<file path="config.mk">
export PLATFORM = sky130hd
export DESIGN_NAME = multiexp_g1_multi_counter
export DESIGN_NICKNAME = d
export VERILOG_FILES = /design/src/rtl/multiexp_g1_counter_pkg.sv /design/src/rtl/multiexp_g1_counter_lane.sv /design/src/rtl/multiexp_g1_multi_counter.sv
export SDC_FILE = /design/constraint.sdc
export NUM_CORES = 1
export LEC_CHECK = 0
export BUFFER_PORTS_ARGS = -buffer_cell sky130_fd_sc_hd__buf_4
export CORE_ASPECT_RATIO = 0.75
export CORE_MARGIN = 2
export CORE_UTILIZATION = 52
export CTS_CLUSTER_DIAMETER = 120
export DETAILED_ROUTE_END_ITERATION = 12
export PLACE_DENSITY = 0.83
export SETUP_SLACK_MARGIN = 0.05
export SYNTH_ARGS = -nofsm -noshare
export SYNTH_HDL_FRONTEND = slang
export SYNTH_SLANG_ARGS = --single-unit
</file>
<file path="constraint.sdc">
create_clock -name clk -period 3.3 [get_ports clk]
set_clock_uncertainty 0.1 [all_clocks]
set_input_delay 0.66 -clock clk [delete_from_list [all_inputs] [get_ports clk]]
set_output_delay 0.66 -clock clk [all_outputs]
set_load 0.01 [all_outputs]
</file>
<file path="src/rtl/multiexp_g1_counter_pkg.sv">
// ---------------------------------------------------------------------------
// multiexp_g1_counter_pkg
//
// Purpose:
//   Shared types and helpers for the multiexp G1 multi-channel counter bank.
//   - lane_op_e   : per-lane operation selected in a given cycle
//   - *_lsb()     : lane-slicing helpers that give the LSB position of lane i
//                   inside a flattened per-lane bus (step, load_value, count)
//   - width_ones(): all-ones constant for a given width
//   - width_one() : the constant 1 for a given width
//
// Ports: none (package).
// Configuration: none here. MULTIEXP_G1_COUNTER_SAT_EN is consumed by the
//   lane sub-module.
// ---------------------------------------------------------------------------
package multiexp_g1_counter_pkg;

    // Widest lane the constant helpers can describe.
    localparam int MAX_W = 64;

    // Operation a lane performs in a cycle. rst is handled separately because
    // it also clears the pulse outputs.
    typedef enum logic [1:0] {
        OP_HOLD = 2'd0,
        OP_LOAD = 2'd1,
        OP_UP   = 2'd2,
        OP_DOWN = 2'd3
    } lane_op_e;

    // LSB of lane 'lane' in a flattened bus with 'w' bits per lane.
    function automatic int lane_lsb(input int lane, input int w);
        return lane * w;
    endfunction

    // LSB of lane 'lane' inside the flattened step bus.
    function automatic int step_lsb(input int lane, input int step_w);
        return lane_lsb(lane, step_w);
    endfunction

    // LSB of lane 'lane' inside the flattened load_value bus.
    function automatic int load_lsb(input int lane, input int width);
        return lane_lsb(lane, width);
    endfunction

    // LSB of lane 'lane' inside the flattened count bus.
    function automatic int count_lsb(input int lane, input int width);
        return lane_lsb(lane, width);
    endfunction

    // All-ones value of width 'w', right-aligned in a MAX_W-bit vector.
    function automatic logic [MAX_W-1:0] width_ones(input int w);
        if (w >= MAX_W) begin
            return '1;
        end
        return (64'd1 << w) - 64'd1;
    endfunction

    // The value 1, right-aligned in a MAX_W-bit vector.
    function automatic logic [MAX_W-1:0] width_one(input int w);
        if (w <= 0) begin
            return '0;
        end
        return 64'd1;
    endfunction

endpackage

</file>
<file path="src/rtl/multiexp_g1_counter_lane.sv">
// ---------------------------------------------------------------------------
// multiexp_g1_counter_lane
//
// Purpose:
//   One lane of the multiexp G1 counter bank. It holds the registered count
//   and the status flags that are updated in the same cycle as the count.
//   Priority: rst > load > (incr XOR decr) > hold. If incr and decr are both
//   set, or if step is zero, the lane holds.
//
// Configuration:
//   MULTIEXP_G1_COUNTER_SAT_EN defined   -> saturating arithmetic
//   MULTIEXP_G1_COUNTER_SAT_EN undefined -> wrapping arithmetic (default)
//
// Ports:
//   clk         in   clock
//   rst         in   synchronous, active-high reset
//   clken       in   clock enable. When low, count and flags hold and the
//                    pulse outputs are cleared.
//   load        in   load strobe
//   incr        in   increment request
//   decr        in   decrement request
//   step        in   [C_STEP_W-1:0] step magnitude
//   load_value  in   [C_WIDTH-1:0]  load data
//   count       out  [C_WIDTH-1:0]  registered count
//   is_zero     out  registered, count == 0
//   is_max      out  registered, count == all-ones
//   zero_event  out  one-cycle pulse, count became 0 from non-zero
//   ovf         out  one-cycle pulse, a step crossed the 0 or MAX boundary
// ---------------------------------------------------------------------------
module multiexp_g1_counter_lane
    import multiexp_g1_counter_pkg::*;
#(
    parameter int                 C_WIDTH  = 16,
    parameter int                 C_STEP_W = 4,
    parameter logic [C_WIDTH-1:0] C_INIT   = '0
) (
    input  logic                clk,
    input  logic                rst,
    input  logic                clken,
    input  logic                load,
    input  logic                incr,
    input  logic                decr,
    input  logic [C_STEP_W-1:0] step,
    input  logic [C_WIDTH-1:0]  load_value,
    output logic [C_WIDTH-1:0]  count,
    output logic                is_zero,
    output logic                is_max,
    output logic                zero_event,
    output logic                ovf
);

    // The helpers return MAX_W-bit constants, so C_WIDTH must not exceed MAX_W.
    localparam logic [MAX_W-1:0]   ONES_WIDE = width_ones(C_WIDTH);
    localparam logic [C_WIDTH-1:0] MAX_VAL   = ONES_WIDE[C_WIDTH-1:0];

    lane_op_e           op;
    logic [C_WIDTH:0]   step_ext;
    logic [C_WIDTH:0]   sum;
    logic [C_WIDTH:0]   diff;
    logic               step_zero;
    logic [C_WIDTH-1:0] next_count;
    logic               next_ovf;

    // Choose this cycle's operation. When incr and decr are both set, they
    // cancel and the lane holds.
    always_comb begin
        op = OP_HOLD;
        if (load) begin
            op = OP_LOAD;
        end else if (incr && !decr) begin
            op = OP_UP;
        end else if (decr && !incr) begin
            op = OP_DOWN;
        end
    end

    // Compute at one extra bit. The top bit of sum is the carry out, and the
    // top bit of diff is the borrow.
    always_comb begin
        step_ext  = {{(C_WIDTH + 1 - C_STEP_W){1'b0}}, step};
        sum       = {1'b0, count} + step_ext;
        diff      = {1'b0, count} - step_ext;
        step_zero = (step == '0);
    end

    // Compute the next count and the overflow flag. On overflow, the wrap
    // build keeps the low C_WIDTH bits and the saturate build clamps to the
    // boundary that was crossed.
    always_comb begin
        next_count = count;
        next_ovf   = 1'b0;
        case (op)
            OP_LOAD: begin
                next_count = load_value;
            end
            OP_UP: begin
                if (!step_zero) begin
                    next_count = sum[C_WIDTH-1:0];
                    if (sum[C_WIDTH]) begin
                        next_ovf = 1'b1;
`ifdef MULTIEXP_G1_COUNTER_SAT_EN
                        next_count = MAX_VAL;
`else
                        next_count = sum[C_WIDTH-1:0];
`endif
                    end
                end
            end
            OP_DOWN: begin
                if (!step_zero) begin
                    next_count = diff[C_WIDTH-1:0];
                    if (diff[C_WIDTH]) begin
                        next_ovf = 1'b1;
`ifdef MULTIEXP_G1_COUNTER_SAT_EN
                        next_count = '0;
`else
                        next_count = diff[C_WIDTH-1:0];
`endif
                    end
                end
            end
            default: begin
                next_count = count;
            end
        endcase
    end

    // Update the count and all flags together. The flags are derived from
    // next_count, so they always match the count they are registered with.
    // Pulses are cleared in any cycle where the lane is frozen.
    always_ff @(posedge clk) begin
        if (rst) begin
            count      <= C_INIT;
            is_zero    <= (C_INIT == '0);
            is_max     <= (C_INIT == MAX_VAL);
            zero_event <= 1'b0;
            ovf        <= 1'b0;
        end else if (clken) begin
            count      <= next_count;
            is_zero    <= (next_count == '0);
            is_max     <= (next_count == MAX_VAL);
            zero_event <= (next_count == '0) && (count != '0);
            ovf        <= next_ovf;
        end else begin
            zero_event <= 1'b0;
            ovf        <= 1'b0;
        end
    end

endmodule

</file>
<file path="src/rtl/multiexp_g1_multi_counter.sv">
// ---------------------------------------------------------------------------
// multiexp_g1_multi_counter
//
// Purpose:
//   Bank of C_CHANNELS independent up/down counters for the multiexp G1
//   kernel control path. Each lane has its own step and its own
//   load/incr/decr strobes. Strobes on different lanes are all honoured in
//   the same cycle.
//
// Configuration:
//   MULTIEXP_G1_COUNTER_SAT_EN defined   -> lanes saturate at 0 / all-ones
//   MULTIEXP_G1_COUNTER_SAT_EN undefined -> lanes wrap modulo 2^C_WIDTH
//
// Ports:
//   clk         in   clock
//   rst         in   synchronous, active-high reset
//   clken       in   global clock enable. When low, all state is frozen.
//   load        in   [C_CHANNELS-1:0] per-lane load strobe
//   incr        in   [C_CHANNELS-1:0] per-lane increment request
//   decr        in   [C_CHANNELS-1:0] per-lane decrement request
//   step        in   [C_CHANNELS*C_STEP_W-1:0] per-lane step (lane i at i*C_STEP_W)
//   load_value  in   [C_CHANNELS*C_WIDTH-1:0]  per-lane load data (lane i at i*C_WIDTH)
//   count       out  [C_CHANNELS*C_WIDTH-1:0]  registered per-lane count
//   is_zero     out  [C_CHANNELS-1:0] registered, count == 0
//   is_max      out  [C_CHANNELS-1:0] registered, count == all-ones
//   zero_event  out  [C_CHANNELS-1:0] one-cycle pulse, lane reached 0
//   ovf         out  [C_CHANNELS-1:0] one-cycle pulse, step crossed a boundary
//   any_zero    out  OR of the registered is_zero flags
// ---------------------------------------------------------------------------
module multiexp_g1_multi_counter
    import multiexp_g1_counter_pkg::*;
#(
    parameter int                 C_CHANNELS = 4,
    parameter int                 C_WIDTH    = 16,
    parameter int                 C_STEP_W   = 4,
    parameter logic [C_WIDTH-1:0] C_INIT     = '0
) (
    input  logic                           clk,
    input  logic                           rst,
    input  logic                           clken,
    input  logic [C_CHANNELS-1:0]          load,
    input  logic [C_CHANNELS-1:0]          incr,
    input  logic [C_CHANNELS-1:0]          decr,
    input  logic [C_CHANNELS*C_STEP_W-1:0] step,
    input  logic [C_CHANNELS*C_WIDTH-1:0]  load_value,
    output logic [C_CHANNELS*C_WIDTH-1:0]  count,
    output logic [C_CHANNELS-1:0]          is_zero,
    output logic [C_CHANNELS-1:0]          is_max,
    output logic [C_CHANNELS-1:0]          zero_event,
    output logic [C_CHANNELS-1:0]          ovf,
    output logic                           any_zero
);

    // Instantiate one lane per channel. Each lane takes its own slice of the
    // flattened buses.
    for (genvar g = 0; g < C_CHANNELS; g++) begin : g_lane
        multiexp_g1_counter_lane #(
            .C_WIDTH  (C_WIDTH),
            .C_STEP_W (C_STEP_W),
            .C_INIT   (C_INIT)
        ) u_lane (
            .clk        (clk),
            .rst        (rst),
            .clken      (clken),
            .load       (load[g]),
            .incr       (incr[g]),
            .decr       (decr[g]),
            .step       (step[step_lsb(g, C_STEP_W) +: C_STEP_W]),
            .load_value (load_value[load_lsb(g, C_WIDTH) +: C_WIDTH]),
            .count      (count[count_lsb(g, C_WIDTH) +: C_WIDTH]),
            .is_zero    (is_zero[g]),
            .is_max     (is_max[g]),
            .zero_event (zero_event[g]),
            .ovf        (ovf[g])
        );
    end

    // any_zero is a plain OR of flop outputs. It changes in the same cycle as
    // the per-lane is_zero flags, so it is never stale relative to them.
    assign any_zero = |is_zero;

endmodule

</file>
After elaboration in Yosys (flattened, before gate mapping)
Index checks and enable logic that the tools add are counted.
- register bits after elaboration: 80
- input bits: 95
- output and inout port bits: 81
- logic and storage cells: 123
- add/sub/neg operators: 8
- equal/unequal tests: 16
- muxes and demuxes: 44
- bitwise logic cells: 1
- reductions and logical operators: 34
- operators by type and width (kind ; count):
    case mux 16 bit (3 select lines) ; 4
    two-way mux 16 bit ; 8
    adder 16 x 4 -> 17 bit ; 4
    subtractor 16 x 4 -> 17 bit ; 4
    equality test 16 bit, second input constant ; 4
    zero test 16 bit ; 4
    nonzero test 16 bit ; 4
    two-way mux 2 bit ; 12
    equality test 2 bit, second input constant ; 8
    zero test 4 bit ; 4
    two-way mux 1 bit ; 16
    logical AND 1 bit ; 12
    equality test 2 x 1 -> 1 bit, second input constant ; 4
    zero test 1 bit ; 8
    case mux 1 bit (2 select lines) ; 4
    OR reduction 4 bit ; 1
    OR reduction 2 bit ; 1
    inverter 1 bit ; 1

Longest topological paths before layout
- word-level depth: 9
- gate-level depth with buffers: 12

Cells and area by module
Synthesis repeated with hierarchy kept, for this count alone.
- cell total of the unflattened synthesis: 1204
- area, all modules: 8929.8 um^2
- by module, submodules not included (module ; instances ; cells each ; area each (um^2) ; sequential area each (um^2)):
    multiexp_g1_counter_lane (g_lane[2].u_lane) ; 1 ; 304 ; 2287.2 ; 400.4
    multiexp_g1_counter_lane (g_lane[0].u_lane) ; 1 ; 295 ; 2267.2 ; 400.4
    multiexp_g1_counter_lane (g_lane[3].u_lane) ; 1 ; 311 ; 2205.9 ; 400.4
    multiexp_g1_counter_lane (g_lane[1].u_lane) ; 1 ; 293 ; 2162.1 ; 400.4
    multiexp_g1_multi_counter ; 1 ; 1 ; 7.5 ; 0.0

Worst setup path before layout
OpenSTA, ideal clock, no wires.
- path type: input to register
- start: input step[0]
- end: register g_lane[0].u_lane.is_max
- data arrival time: 3232 ps
- required time: 3131 ps
- slack: -101 ps
- stages on the path: 11
- path buffers: 0
- cell sequence: ha_1 inv_1 fa_1 nor3_1 o311ai_1 nor4b_2 xor2_1 a221oi_1 or3b_1 or4_1 o21ai_1
- cells in the longest elaborated chain, start to end: 4
- elaborated cells between the ends (all ways): 7
- classes of those cells: add/sub (2); eq/ne (1); mux (3); reduce/logical (1)
- RTL lines (item ; RTL line ; source):
    from (decl) ; multiexp_g1_multi_counter.sv:44 ; input logic [C_CHANNELS*C_STEP_W-1:0] step,
    subtractor 16 x 4 -> 17 bit (tied with other cells) ; multiexp_g1_counter_lane.sv:82 ; diff = {1'b0, count} - step_ext;
    two-way mux 16 bit, on equally long branches ; multiexp_g1_counter_lane.sv:110, multiexp_g1_counter_lane.sv:97 ;
    case mux 16 bit (3 select lines) * ; multiexp_g1_counter_lane.sv:92 ; case (op)
    equality test 16 bit * ; multiexp_g1_counter_lane.sv:141 ; is_max <= (next_count == MAX_VAL);
    to (signal assigned) ; multiexp_g1_counter_lane.sv:135 ; is_max <= (C_INIT == MAX_VAL);
    to (signal assigned) ; multiexp_g1_counter_lane.sv:141 ;
    to (decl) ; multiexp_g1_counter_lane.sv:47 ; output logic is_max,
Every way passes the cells marked *; elsewhere a longest branch is shown, timed or not.
A chain may end at the register's enable or synchronous reset.

Worst setup path in the final report
- start: input step[3]
- end: register g_lane[0].u_lane.is_max
The elaborated chain is that of the path after synthesis.

==> summary.md <==
| Metric | Value |
|---|---|
| Status | `completed` |
| Commonest non-fill, non-tap cell in the layout | `buf_4` |
| # IOs | `176` |
| Multi-input gate area | `6650 um^2` |
| Chip Height | `116 um` |
| Top FF cell, synth | `dfxtp_1` |
| Critical path type | `input pin to register` |
| Fmax | `314 MHz` |
| CTS tree | `yes` |
| Hold crit path type | `register to register` |
| Initial DRT Pass Iterations | `6` |
| Area growth syn-to-layout | `37.9%` |
| Post-layout min period | `3190 ps` |
| Fin crit share | `96.6%` |
| First-pass GRT wire length | `52.5 mm` |
| Critical path launch point type | `input pin` |
| Netlist cell types | `97` |
| WL final | `34.0 mm` |
| Detailed placement HPWL | `26.2 mm` |
| # diodes | `0` |
| Num CTS Buffers | `9` |
| Max Cap Viol | `0` |
| Crit-path max FO | `7` |
| Worst reg2reg path endpoint | `g_lane[0].u_lane.is_max$_SDFFE_PP0P_` |
| Ys async rst share | `0%` |
| # fillers | `1,384` |
| Reg clk slew, reported paths | `60 ps` |
| Worst R2R Setup Slack | `130 ps` |
| Grt ovf | `0` |
| Hold slack | `382 ps` |
| EDFF count, synth | `0` |
| Initial Util | `52.5%` |
| Worst-Margin Slew | `884 ps` |
| CTS root buf | `clkbuf_16` |
| Unrepaired setup endpoints after global routing | `true` |
| Net count after synthesis | `1,349` |
| Ys Warns | `0` |
| Static Leak | `5.11 nW` |
| Initial antenna violation count | `0` |
| Overall Global Routing Usage | `36.4%` |
| CP required | `3470 ps` |
| Routability cong. | `0.977` |
| Maximum number of pins on one net before global-route repair | `84` |
| Layout Nets | `1,653` |
| Finish-stage setup viols | `0` |
| Worst Hold Endpoint | `g_lane[2].u_lane.is_max$_SDFFE_PP0P_` |
| Final Hold Viols | `0` |
| HP Start | `g_lane[2].u_lane.is_max$_SDFFE_PP0P_` |
| Syn Inst Count | `1,206` |
| Clk_lat worst skew | `340 ps` |
| Final Slew Violations | `0` |
| Clock Path Buffers | `2` |
| Min-Delay Path Depth | `2` |
| Via count | `10,900` |
| Critical R2R Launch | `g_lane[0].u_lane.count[0]$_SDFFE_PP0P_` |
| FF+latch area | `1610 um^2` |
| Hold-fix buffers, CTS | `0` |
| Register area share after synthesis | `18.3%` |
| H-tree depth | `3` |
| Cells on worst reg2reg path | `11` |
| Number of port buffers | `175` |
| Synth Register Bits | `80` |
| Core area | `16,700 um^2` |
| Vias in the first global route | `9,792` |
| Drt via density | `6.28` |
| PD cells | `323 nW/um^2` |
| Die area | `17,900 um^2` |
| DR WL/cell | `19.7 um` |
| Cell Area, Synth | `8750 um^2` |
| Starting DRT DRC Count | `1,382` |
| Share of cells above drive strength 1 | `32.4%` |
| Worst EP arrival | `3360 ps` |
| DRC viols | `0` |
| Crit. End Element | `register` |
| Clock sinks | `80` |
| Avg Inst Size Synth | `7.26 um^2` |
| VDD IR max | `0.336 mV` |
| Row count | `41` |
| Die W | `154 um` |
| Most frequent cells in the layout | `394 x buf_4, 160 x nor2_1, 95 x nand2_1` |
| Fin util | `72.4%` |
| Rel. slew slack | `40.9%` |
| ANT nets after route | `0` |
[worst max-delay path, cell delays in order]
cell and delay [ps]:
buf_4 100, inv_1 40, ha_1 470, nor2b_1 90, buf_4 170, nor2_1 310, a21oi_1 160, xnor2_1 150
o211ai_1 460, nand4_1 190, or4_4 440, o21ai_2 120
[cell type report]
| cell class | instances | share of cell area, % |
|---|---|---|
| well taps | 215 | 2.23 |
| clock inverters | 4 | 0.446 |
| clock buffers | 11 | 2.01 |
| multi-input cells | 973 | 55.1 |
| inverters | 46 | 1.43 |
| flip-flops and latches | 80 | 13.4 |
| repair buffers | 400 | 25.4 |
[stage by stage]
| stage | cell area (um^2) | worst slack (ps) | TNS [ps] | instances | total power, mW |
|---|---|---|---|---|---|
| floorplan | 8770 | 24.4 | 0 | 1206 | 2.03 |
| global placement | 11600 | -281 | -1760 | 1712 | 2.77 |
| detailed placement | 11600 | -347 | -2280 | 1712 | 2.80 |
| CTS | 11900 | 54.8 | 0 | 1727 | 3.81 |
| global route | 12100 | 2.51 | 0 | 1729 | 4.08 |
| finish | 12100 | 114 | 0 | 1729 | 3.90 |
[worst max-delay path by stage]
stage                                      startpoint                                      to
6_report                                      step[3]    g_lane[0].u_lane.is_max$_SDFFE_PP0P_
3_3_place_gp                                  step[4]  g_lane[1].u_lane.zero_event$_SDFF_PP0_
5_1_grt                                       step[7]  g_lane[1].u_lane.zero_event$_SDFF_PP0_
3_5_place_dp                                  step[4]  g_lane[1].u_lane.zero_event$_SDFF_PP0_
4_1_cts        g_lane[0].u_lane.count[0]$_SDFFE_PP0P_    g_lane[0].u_lane.is_max$_SDFFE_PP0P_
2_1_floorplan                                 step[2]    g_lane[0].u_lane.is_max$_SDFFE_PP0P_
[timing repair]
action,in CTS,in global routing
endpoints found under the setup margin,4,11
cloned,0,0
pin swaps,0,18
resized for setup,4,43
setup buffers,0,2
[synth_stat cells (17+ instances only)]
cell type / number / area share [%]
xnor2_1: 26 / 2.6
mux2i_1: 17 / 1.9
nor4_1: 27 / 1.9
dfxtp_1: 80 / 18
o21ai_0: 41 / 2.3
nor2_1: 160 / 6.9
buf_4: 21 / 1.8
a211oi_1: 41 / 3.5
nor2b_1: 23 / 1.6
nand2_1: 95 / 4.1
inv_1: 45 / 1.9
nand3_1: 33 / 1.9
ha_1: 40 / 5.7
a21oi_1: 59 / 3.4
nor3_1: 59 / 3.4
nand4_1: 23 / 1.6
clkbuf_1: 66 / 2.8
xor2_1: 22 / 2.2
[report_power, final]
group | leakage [nW] | switching, mW | internal, mW
registers | 0.662 | 0.103 | 1.03
clock network | 0.138 | 0.411 | 0.606
logic | 4.31 | 0.942 | 0.807
[cells by family (layout without fill, tap and decap cells)]
logic type               after synthesis  in the layout  share of synthesized area, %
multiplexers                          20             20                          2.33
XOR/XNOR                              48             48                          4.80
adder cells (fa/ha/maj)               48             48                          7.55
AND/OR/NAND/NOR                      557            557                          34.5
flip-flops                            80             80                          18.3
AO/OA/AOI/OAI                        300            300                          24.6
buffers and inverters                153            461                          7.93
[per-layer routing]
layer,part of all wire [%],track usage [%]
met3,12,8.20
met4,1.8,8.60
met5,0,0
met1,44,53.8
met2,42,53.9
[registers in the layout, summed over array words and instances (netlist names)]
name,cells
g_lane.u_lane.count,64
g_lane.u_lane.is_max,4
g_lane.u_lane.is_zero,4
g_lane.u_lane.ovf,4
g_lane.u_lane.zero_event,4
Power figures use the tool's default switching activity.
